## config.mk

```make
export PLATFORM = sky130hd
export DESIGN_NAME = vga_box_overlay_flat
export DESIGN_NICKNAME = d
export VERILOG_FILES = /design/src/rtl/vga_pkg.sv /design/src/rtl/vga_box_overlay_if.sv /design/src/rtl/vga_pos_tracker.sv /design/src/rtl/vga_box_overlay.sv /design/src/flat_wrapper.sv
export SDC_FILE = /design/constraint.sdc
export NUM_CORES = 1
export LEC_CHECK = 0
export BUFFER_PORTS_ARGS = -buffer_cell sky130_fd_sc_hd__buf_4
export CAP_MARGIN = 40
export CELL_PAD_IN_SITES_DETAIL_PLACEMENT = 0
export CELL_PAD_IN_SITES_GLOBAL_PLACEMENT = 1
export CORE_UTILIZATION = 44
export CTS_BUF_LIST = sky130_fd_sc_hd__clkbuf_8 sky130_fd_sc_hd__clkbuf_16
export DETAILED_ROUTE_END_ITERATION = 7
export GPL_TIMING_DRIVEN = 0
export PLACE_DENSITY = 0.86
export SYNTH_ARGS = -nofsm -noshare
export SYNTH_HDL_FRONTEND = slang
export SYNTH_HIERARCHICAL = 1
export SYNTH_SLANG_ARGS = --single-unit
export TNS_END_PERCENT = 100
```

## constraint.sdc

```tcl
create_clock -name clk -period 3.59 [get_ports clk]
set_clock_uncertainty 0.15 [all_clocks]
set_input_delay 0 -clock clk [delete_from_list [all_inputs] [get_ports clk]]
set_output_delay 0 -clock clk [all_outputs]
set_load 0.02 [all_outputs]
```

## src/rtl/vga_pkg.sv

```systemverilog
// vga_pkg: shared VGA constants, colours, pixel/coordinate types and axis helpers.
// Contents: timing constants and sync polarities, rgb888_t, coord_t,
// saturating increment, span test and one-axis bounce step.
package vga_pkg;
    localparam int H_ACTIVE = 1024;
    localparam int V_ACTIVE = 768;
    localparam logic HS_POL = 1'b0;
    localparam logic VS_POL = 1'b0;
    typedef logic [11:0] coord_t;
    typedef struct packed {
        logic [7:0] r;
        logic [7:0] g;
        logic [7:0] b;
    } rgb888_t;
    localparam rgb888_t WHITE  = '{r: 8'hff, g: 8'hff, b: 8'hff};
    localparam rgb888_t RED    = '{r: 8'hff, g: 8'h00, b: 8'h00};
    localparam rgb888_t PURPLE = '{r: 8'ha0, g: 8'h20, b: 8'hf0};
    localparam rgb888_t BLACK  = '{r: 8'h00, g: 8'h00, b: 8'h00};
    function automatic coord_t sat_inc(coord_t c);
        return (c == '1) ? c : c + 12'd1;
    endfunction
    // 13-bit compare so lo + size cannot overflow.
    function automatic logic in_span(coord_t p, coord_t lo, int size);
        return ({1'b0, p} >= {1'b0, lo}) && ({1'b0, p} < {1'b0, lo} + 13'(size));
    endfunction
    // Returns {dir, pos}, dir 1 = increasing; clamps at either edge and reverses.
    function automatic logic [12:0] bounce(coord_t pos, logic fwd, int limit, int size, int step);
        if (fwd)
            return ({1'b0, pos} + 13'(size + step) > 13'(limit)) ? {1'b0, 12'(limit - size)} : {1'b1, pos + 12'(step)};
        return ({1'b0, pos} < 13'(step)) ? {1'b1, 12'd0} : {1'b0, pos - 12'(step)};
    endfunction
endpackage

```

## src/rtl/vga_box_overlay_if.sv

```systemverilog
// vga_box_overlay_if: pixel stream from timing generator through the overlay to the DAC.
// Inputs: in_hs/in_vs/in_de sync and data-enable, in_r/g/b background, enable.
// Outputs: out_hs/out_vs/out_de/out_r/g/b, box_x/box_y position, frame_tick.
// master = timing-generator side, slave = overlay side.
interface vga_box_overlay_if;
    import vga_pkg::*;
    logic       in_hs, in_vs, in_de;
    logic [7:0] in_r, in_g, in_b;
    logic       enable;
    logic       out_hs, out_vs, out_de;
    logic [7:0] out_r, out_g, out_b;
    coord_t     box_x, box_y;
    logic       frame_tick;
    modport master (
        output in_hs, in_vs, in_de, in_r, in_g, in_b, enable,
        input  out_hs, out_vs, out_de, out_r, out_g, out_b, box_x, box_y, frame_tick
    );
    modport slave (
        input  in_hs, in_vs, in_de, in_r, in_g, in_b, enable,
        output out_hs, out_vs, out_de, out_r, out_g, out_b, box_x, box_y, frame_tick
    );
endinterface

```

## src/rtl/vga_pos_tracker.sv

```systemverilog
// vga_pos_tracker: tracks the x/y of the current data-enable pixel and flags each frame start.
// Ports: clk, rst; de_i, vs_i from the timing generator;
// x_o/y_o current pixel coordinates (saturating); frame_tick_o one-cycle pulse per vsync leading edge.
module vga_pos_tracker
    import vga_pkg::*;
#(
    parameter logic VS_POL = vga_pkg::VS_POL
) (
    input  logic   clk,
    input  logic   rst,
    input  logic   de_i,
    input  logic   vs_i,
    output coord_t x_o,
    output coord_t y_o,
    output logic   frame_tick_o
);
    logic   de_q, vs_q, tick_q, vs_lead;
    coord_t x_q, x_d, y_q, y_d;
    assign vs_lead = (vs_i == VS_POL) && (vs_q != VS_POL);
    assign x_d = de_i ? sat_inc(x_q) : '0;
    // Frame clear beats the line increment when both land together.
    assign y_d = vs_lead ? '0 : (de_q && !de_i) ? sat_inc(y_q) : y_q;
    always_ff @(posedge clk) begin
        if (rst) begin
            de_q   <= 1'b0;
            vs_q   <= ~VS_POL;
            tick_q <= 1'b0;
            x_q    <= '0;
            y_q    <= '0;
        end else begin
            de_q   <= de_i;
            vs_q   <= vs_i;
            tick_q <= vs_lead;
            x_q    <= x_d;
            y_q    <= y_d;
        end
    end
    assign x_o = x_q;
    assign y_o = y_q;
    assign frame_tick_o = tick_q;
endmodule

```

## src/rtl/vga_box_overlay.sv

```systemverilog
// vga_box_overlay: overlays a bouncing solid square on the background pixel stream.
// Ports: clk, rst (sync, active high); bus (slave) carries in_* sync/de/rgb and enable,
// out_* delayed 2 cycles, box_x/box_y top-left corner, frame_tick.
module vga_box_overlay
    import vga_pkg::*;
#(
    parameter int         H_ACTIVE = vga_pkg::H_ACTIVE,
    parameter int         V_ACTIVE = vga_pkg::V_ACTIVE,
    parameter int         BOX_SIZE = 100,
    parameter int         STEP     = 2,
    parameter int         X0       = 462,
    parameter int         Y0       = 334,
    parameter logic       HS_POL   = vga_pkg::HS_POL,
    parameter logic       VS_POL   = vga_pkg::VS_POL,
    parameter logic [7:0] BOX_R    = 8'ha0,
    parameter logic [7:0] BOX_G    = 8'h20,
    parameter logic [7:0] BOX_B    = 8'hf0
) (
    input logic              clk,
    input logic              rst,
    vga_box_overlay_if.slave bus
);
    localparam rgb888_t BOX = '{r: BOX_R, g: BOX_G, b: BOX_B};
    coord_t  x_cnt, y_cnt, bx_q, bx_d, by_q, by_d;
    logic    tick, dx_q, dx_d, dy_q, dy_d, hit_d;
    logic    hs1_q, vs1_q, de1_q, hit1_q, hs2_q, vs2_q, de2_q;
    rgb888_t rgb1_q, rgb2_q, rgb_d;
    vga_pos_tracker #(.VS_POL(VS_POL)) u_pos (
        .clk          (clk),
        .rst          (rst),
        .de_i         (bus.in_de),
        .vs_i         (bus.in_vs),
        .x_o          (x_cnt),
        .y_o          (y_cnt),
        .frame_tick_o (tick)
    );
    // Motion only at frame start, so the box is stable across the whole active region.
    assign {dx_d, bx_d} = (tick && bus.enable) ? bounce(bx_q, dx_q, H_ACTIVE, BOX_SIZE, STEP) : {dx_q, bx_q};
    assign {dy_d, by_d} = (tick && bus.enable) ? bounce(by_q, dy_q, V_ACTIVE, BOX_SIZE, STEP) : {dy_q, by_q};
    assign hit_d = bus.in_de && bus.enable && in_span(x_cnt, bx_q, BOX_SIZE) && in_span(y_cnt, by_q, BOX_SIZE);
    assign rgb_d = !de1_q ? BLACK : hit1_q ? BOX : rgb1_q;
    always_ff @(posedge clk) begin
        if (rst) begin
            bx_q   <= coord_t'(X0);
            by_q   <= coord_t'(Y0);
            dx_q   <= 1'b1;
            dy_q   <= 1'b1;
            hs1_q  <= ~HS_POL;
            vs1_q  <= ~VS_POL;
            de1_q  <= 1'b0;
            hit1_q <= 1'b0;
            rgb1_q <= BLACK;
            hs2_q  <= ~HS_POL;
            vs2_q  <= ~VS_POL;
            de2_q  <= 1'b0;
            rgb2_q <= BLACK;
        end else begin
            bx_q   <= bx_d;
            by_q   <= by_d;
            dx_q   <= dx_d;
            dy_q   <= dy_d;
            hs1_q  <= bus.in_hs;
            vs1_q  <= bus.in_vs;
            de1_q  <= bus.in_de;
            hit1_q <= hit_d;
            rgb1_q <= {bus.in_r, bus.in_g, bus.in_b};
            hs2_q  <= hs1_q;
            vs2_q  <= vs1_q;
            de2_q  <= de1_q;
            rgb2_q <= rgb_d;
        end
    end
    assign bus.out_hs = hs2_q;
    assign bus.out_vs = vs2_q;
    assign bus.out_de = de2_q;
    assign {bus.out_r, bus.out_g, bus.out_b} = rgb2_q;
    assign bus.box_x = bx_q;
    assign bus.box_y = by_q;
    assign bus.frame_tick = tick;
endmodule
```

## src/flat_wrapper.sv

```systemverilog
// flat-port wrapper written by rule: the top's interface ports become plain ports
module vga_box_overlay_flat import vga_pkg::*;
#(
    parameter int         H_ACTIVE = vga_pkg::H_ACTIVE,
    parameter int         V_ACTIVE = vga_pkg::V_ACTIVE,
    parameter int         BOX_SIZE = 100,
    parameter int         STEP     = 2,
    parameter int         X0       = 462,
    parameter int         Y0       = 334,
    parameter logic       HS_POL   = vga_pkg::HS_POL,
    parameter logic       VS_POL   = vga_pkg::VS_POL,
    parameter logic [7:0] BOX_R    = 8'ha0,
    parameter logic [7:0] BOX_G    = 8'h20,
    parameter logic [7:0] BOX_B    = 8'hf0
)
  (clk, rst, bus_in_hs, bus_in_vs, bus_in_de, bus_in_r, bus_in_g, bus_in_b, bus_enable, bus_out_hs, bus_out_vs, bus_out_de, bus_out_r, bus_out_g, bus_out_b, bus_box_x, bus_box_y, bus_frame_tick);
  vga_box_overlay_if bus_i ();
  input logic clk;
  input logic rst;
  input wire logic [$bits(bus_i.in_hs)-1:0] bus_in_hs;
  input wire logic [$bits(bus_i.in_vs)-1:0] bus_in_vs;
  input wire logic [$bits(bus_i.in_de)-1:0] bus_in_de;
  input wire logic [$bits(bus_i.in_r)-1:0] bus_in_r;
  input wire logic [$bits(bus_i.in_g)-1:0] bus_in_g;
  input wire logic [$bits(bus_i.in_b)-1:0] bus_in_b;
  input wire logic [$bits(bus_i.enable)-1:0] bus_enable;
  output wire logic [$bits(bus_i.out_hs)-1:0] bus_out_hs;
  output wire logic [$bits(bus_i.out_vs)-1:0] bus_out_vs;
  output wire logic [$bits(bus_i.out_de)-1:0] bus_out_de;
  output wire logic [$bits(bus_i.out_r)-1:0] bus_out_r;
  output wire logic [$bits(bus_i.out_g)-1:0] bus_out_g;
  output wire logic [$bits(bus_i.out_b)-1:0] bus_out_b;
  output wire logic [$bits(bus_i.box_x)-1:0] bus_box_x;
  output wire logic [$bits(bus_i.box_y)-1:0] bus_box_y;
  output wire logic [$bits(bus_i.frame_tick)-1:0] bus_frame_tick;
  assign bus_i.in_hs = bus_in_hs;
  assign bus_i.in_vs = bus_in_vs;
  assign bus_i.in_de = bus_in_de;
  assign bus_i.in_r = bus_in_r;
  assign bus_i.in_g = bus_in_g;
  assign bus_i.in_b = bus_in_b;
  assign bus_i.enable = bus_enable;
  assign bus_out_hs = bus_i.out_hs;
  assign bus_out_vs = bus_i.out_vs;
  assign bus_out_de = bus_i.out_de;
  assign bus_out_r = bus_i.out_r;
  assign bus_out_g = bus_i.out_g;
  assign bus_out_b = bus_i.out_b;
  assign bus_box_x = bus_i.box_x;
  assign bus_box_y = bus_i.box_y;
  assign bus_frame_tick = bus_i.frame_tick;
  vga_box_overlay #(.H_ACTIVE(H_ACTIVE), .V_ACTIVE(V_ACTIVE), .BOX_SIZE(BOX_SIZE), .STEP(STEP), .X0(X0), .Y0(Y0), .HS_POL(HS_POL), .VS_POL(VS_POL), .BOX_R(BOX_R), .BOX_G(BOX_G), .BOX_B(BOX_B)) u_core (.clk(clk), .rst(rst), .bus(bus_i));
endmodule
```

Yosys cells after proc, flatten, opt, wreduce, memory -nomap -nowiden
Cells that the tools add are included.
{ "word_totals": {"regBits": 106, "out_inout_bits": 52, "wordCells": 72} }
{ "classes": {"n_addsub": 10, "n_lt_le_gt_ge": 8, "eq_ne": 2, "n_mux": 11, "bitwise": 4, "n_reduce_logical": 14} }
{ "ops": {"columns": ["operator", "count"], "rows": [
  ["two-way mux 13 bit", 8],
  ["adder 12 x 7 -> 13 bit (second input constant)", 4],
  ["< comparator 12 x 13 -> 1 bit", 2],
  ["adder 12 x 1 -> 12 bit (second input constant)", 2],
  ["adder 12 x 2 -> 12 bit (second input constant)", 2],
  ["== test 12 bit (second input constant)", 2],
  [">= comparator 12 bit", 2],
  ["< comparator 12 x 2 -> 1 bit (second input constant)", 2],
  ["two-way mux 24 bit", 1],
  ["subtractor 12 x 2 -> 12 bit (second input constant)", 2],
  ["> comparator 13 x 10 -> 1 bit (second input constant)", 1],
  ["> comparator 13 x 11 -> 1 bit (second input constant)", 1],
  ["logical AND 1 bit", 8],
  ["OR reduction 2 bit", 3],
  ["inverter 1 bit", 4],
  ["OR reduction 3 bit", 1],
  ["two-way mux 1 bit", 2],
  ["AND reduction 2 bit", 1],
  ["zero test 1 bit", 1]
]} }

Longest topological paths before layout
{ "depth": {"ltp_word": 5, "depth_mapped": 13, "depth_no_buf": 11} }

Modules after synthesis
Netlist, hierarchy kept.
{ "modules_own_cells": {"columns": ["module", "instances", "cells_each", "area_each_um2", "seq_area_each_um2"], "rows": [
  ["vga_box_overlay", 1, 589, 4958.5, 1581.5],
  ["vga_pos_tracker", 1, 145, 1288.7, 540.5]
]} }

Worst setup path after synthesis
No wires, ideal clock.
{ "synth_path": {"path_type": "register to register", "startpoint": "register u_core.by_q[2] (netlist: u_core/bus.box_y[2])", "endpoint": "register u_core.hit1_q", "setup_ps": 86, "t_arrival_ps": 2420, "path_slack_ps": 934, "path_stages_with_launch": 11, "path_buffers": 0, "path_cell_list": "dfxtp_1 > ha_1 > a211oi_2 > nor2_1 > xnor2_1 > ha_1 > a2111o_1 > a21oi_1 > a31o_2 > o2111ai_1 > a211oi_1"} }
{ "synth_between": {"elab_chain_cells": 4, "word_cells_on_any_way": 5} }
{ "synth_lines": {"columns": ["element", "line_no", "text"], "rows": [
  ["from (decl)", "vga_box_overlay.sv:24", "coord_t x_cnt, y_cnt, bx_q, bx_d, by_q, by_d;"],
  ["from (signal assigned)", "vga_box_overlay.sv:45", "by_q <= coord_t'(Y0);"],
  ["from (signal assigned)", "vga_box_overlay.sv:59", "by_q <= by_d;"],
  ["adder 12 x 7 -> 13 bit", "vga_pkg.sv:24", "return ({1'b0, p} >= {1'b0, lo}) && ({1'b0, p} < {1'b0, lo} + 13'(size));"],
  ["< comparator 12 x 13 -> 1 bit", "vga_pkg.sv:24", null],
  ["logical AND 1 bit *", "vga_pkg.sv:24", null],
  ["logical AND 1 bit *", "vga_box_overlay.sv:40", "assign hit_d = bus.in_de && bus.enable && in_span(x_cnt, bx_q, BOX_SIZE) && in_span(y_cnt, by_q, BOX_SIZE);"],
  ["to (signal assigned)", "vga_box_overlay.sv:65", "hit1_q <= hit_d;"],
  ["to (decl)", "vga_box_overlay.sv:26", "logic hs1_q, vs1_q, de1_q, hit1_q, hs2_q, vs2_q, de2_q;"]
]} }
Mark *: on every way between the ends. The rest lies on a longest branch, timed or not.
A chain may end at the register's enable or synchronous reset.

Worst setup path in the final report
{ "layout_path": {"startpoint": "register u_core.bx_q[1] (netlist: u_core/bus.box_x[1])", "endpoint": "register u_core.bx_q[6] (netlist: u_core/bus.box_x[6])"} }
{ "layout_between": {"elab_chain_cells": 5, "word_cells_on_any_way": 9} }
{ "layout_lines": {"columns": ["element", "line_no", "text"], "rows": [
  ["from (decl)", "vga_box_overlay.sv:24", null],
  ["from (signal assigned)", "vga_box_overlay.sv:44", "bx_q <= coord_t'(X0);"],
  ["adder 12 x 7 -> 13 bit", "vga_pkg.sv:29", "return ({1'b0, pos} + 13'(size + step) > 13'(limit)) ? {1'b0, 12'(limit - size)} : {1'b1, pos + 12'(step)};"],
  ["> comparator 13 x 11 -> 1 bit", "vga_pkg.sv:29", null],
  ["two-way mux 13 bit", "vga_pkg.sv:29", null],
  ["two-way mux 13 bit", "vga_pkg.sv:28", "if (fwd)"],
  ["two-way mux 13 bit *", "vga_pkg.sv:30", "return ({1'b0, pos} < 13'(step)) ? {1'b1, 12'd0} : {1'b0, pos - 12'(step)};"]
]} }
Mark *: on every way between the ends. The rest lies on a longest branch, timed or not. The select of a mux whose other input is x is not followed.

==> flow_metrics.tcl <==
set metrics [dict create \
    outcome "finished clean" \
    fin_crit_sh 0.8707 \
    firstDrtPassIters 5 \
    post_cts_buffers 0 \
    die_h_um 121.2 \
    cts.sinks 106 \
    max_cap_violations 0 \
    slew_headroom 0.4466 \
    dieArea_mm2 0.01468 \
    hold_end "u_core/hs1_q" \
    via_per_inst 5.646 \
    ir_drop_uv 310.8 \
    cts-root-buf "clkbuf_16" \
    setup_viol 0 \
    reg2reg_depth 8 \
    antenna_found_initial 0 \
    worstPathRequired_ps 3690 \
    yosysUniqueCellTypes 80 \
    grt_first_pass_wirelength_um 27430 \
    die_w_um 121.2 \
    grt_pass1_vias 5577 \
    crit_type "flop to flop" \
    dp.final_hpwl_um 12320 \
    grt_max_degree 23 \
    rsz0062_at_grt "false" \
    groute.usage.overall 0.2352 \
    startpoint "u_core/bus.box_x[1]" \
    syn_avg_cell_area_um2 8.511 \
    drv_slew 0 \
    finalWorstSetupSlack_ps 464.1 \
    critPathArrivalTime_ps 3220 \
    critPathMaxFanout 9 \
    wl_met1_um 7350 \
    routed-wl-met2_um 8324 \
    hold_start "bus_in_hs" \
    reg2reg_from "u_core/bus.box_x[1]" \
    n_antenna_cell 0 \
    synth-async-reset-ratio 0 \
    ys.flop_type "dfxtp_1" \
    finalHoldViolations 0 \
    layout.nets 940 \
    syn-cell-area_mm2 0.006247 \
    drc 0 \
    drt_first_iter_violations 434 \
    layout.cells.non_filler 1039 \
    clk_latency_ps 350 \
    yosysSeqAreaShare 0.3397 \
    synthTopCellsByArea "dfxtp_1, ha_1, a21oi_1" \
    hp-class "input pin to flop" \
    initial_core_util 0.4501 \
    drive_gt1_frac 0.1630 \
    numCtsBuffers 9 \
    tns_ps 0 \
    leakage_nw 3.325 \
    coreArea_mm2 0.01388 \
    gp_congestion 0.9153 \
    highest_layer "met4" \
    tritoncts "yes" \
    cts_max_level 3 \
    wl_per_cell_um 16.21 \
    fin_hold_ws_ps 223.1 \
    finalPower_mw 2.624 \
    place_ws_ps 555.8 \
    path_clk_slew_ps 80 \
    cts_resized 0 \
    port-buffer-count 79 \
    grt.overflow.total 0 \
    syn_to_final_growth_pct 22.87 \
    synth-edff-count 0 \
    ys_warn_count 6 \
    fin_crit_ps 3126 \
    placementRows 43 \
    hold_depth 3 \
    cp-start-kind "flop" \
    num_vias 5866 \
    routed_wl_um 16840 \
    syn_inst 734 \
    dp_cells 994 \
    met3_wirelength_um 806 \
    ios 82 \
    max_freq_ghz 0.3199 \
    yosys.area.top_type "dfxtp_1" \
    cts_max_path_buffers 2 \
    power.density_mw_per_mm2 341.9 \
    cp-end-kind "flop" \
    r2r_end "u_core/bus.box_x[6]" \
    ys_ff_latch 106 \
    regToRegSetupSlack_ps 460 \
    worst_pin_slew_ps 822.7 \
    synth.top_cell.area_share 0.3397 \
    antenna_left 0 \
]
## metal layers
| layer | global-route usage | vias up |
|---|---|---|
| met5 | 0 | - |
| met4 | 0.08796 | 0 |
| met3 | 0.03900 | 34 |
| met2 | 0.4036 | 182 |
| met1 | 0.2939 | 2766 |
| li1 | - | 2884 |
## what timing repair did
item / CTS / global route
setup endpoints to repair: 0 / 0
hold buffers: 29 / 0
endpoints found under the hold margin: 40 / 0
## flip-flops by register name (all words and copies together) (netlist names), 8 cells and up
register	flops
u_core/rgb1_q	24
u_core/u_pos/x_o	12
u_core/u_pos/y_o	12
u_core/bus.box_x	11
u_core/bus.box_y	11
u_core/bus.out_b	8
u_core/bus.out_g	8
u_core/bus.out_r	8
## Yosys cell counts, drive strengths merged (3+ instances only)
master / n
mux2i: 5
xor2: 6
nor3: 15
a21boi: 3
a211oi: 9
a2111o: 3
o2bb2ai: 3
buf: 18
nand4: 13
a41o: 4
nor4: 4
nand2: 34
nor3b: 3
a21o: 11
and4: 5
o21a: 6
a21oi: 53
or2: 9
ha: 56
nor2: 66
o21ai: 34
clkbuf: 22
dfxtp: 106
o31ai: 8
nand3: 31
nand3b: 4
nor2b: 32
a41oi: 3
o211ai: 5
nand2b: 3
xnor2: 22
clkinv: 4
a31o: 3
a31oi: 12
and2: 27
inv: 31
or3: 6
a221oi: 4
and3: 12
o2111ai: 3
## cell type report
class / count / area, um^2
fill: 1258 / 6205
clock inverter: 7 / 91.34
timing repair buffer: 108 / 883.3
inverter: 35 / 131.4
buffer: 41 / 220.2
clock buffer: 9 / 225.2
tap: 180 / 225.2
sequential: 106 / 2122
multi-input combinational: 553 / 3777
## cell usage in the layout, fill, tap and decap left out, types with 9 or more instances in the layout
cell type,instances
nor2b_1,32
a31oi_1,12
nand4_1,13
dlygate4sd3_1,30
and2_1,26
ha_1,56
inv_1,31
clkbuf_16,9
clkbuf_1,19
buf_2,10
a21o_1,11
xnor2_1,22
and3_1,12
buf_4,82
o21ai_0,33
nor3_1,14
nand3_1,31
dfxtp_1,106
a21oi_1,53
nor2_1,66
nand2_1,34
## worst max-delay path by stage
stage                               end  slack (ps)
floorplan                 u_core/hit1_q         930
global placement    u_core/bus.box_x[6]         570
detailed placement  u_core/bus.box_x[6]         560
CTS                 u_core/bus.box_x[6]         520
global route        u_core/bus.box_x[6]         240
finish              u_core/bus.box_x[6]         460
## cell families after synthesis
| kind of cell | count (synthesis) | share of synthesized area |
|---|---|---|
| AOI/OAI and AO/OA | 189 | 0.2065 |
| adders and majority gates | 56 | 0.1122 |
| muxes | 6 | 0.01041 |
| xor gates and xnor gates | 28 | 0.03925 |
| and+or+nand+nor | 272 | 0.2351 |
| other | 1 | 0.0006003 |
| DFF | 106 | 0.3397 |
| buffers and inverters | 76 | 0.05628 |
## per-stage QoR
step	utilization	instance area (um^2)
6_report	0.5530	7676
5_1_grt	0.5530	7676
4_1_cts	0.5530	7676
3_5_place_dp	0.5093	7069
3_3_place_gp	0.5093	7069
2_1_floorplan	-	6251
## where the power goes
group          internal (mW)  switching [mW]  total, mW  leakage [nW]
registers               1.21          0.0246       1.23         0.866
clock network          0.507           0.526       1.03         0.152
logic                  0.159           0.199      0.358          2.31
## worst max-delay path, cell delays in order, from the launching register on
cell and delay, ps:
dfxtp_1 530, inv_1 200, ha_1 290, xor2_1 200, nand4_1 110, a2111oi_0 420
o2111ai_1 460, and2_1 360, o31ai_1 300
Power figures use the tool's default switching activity.
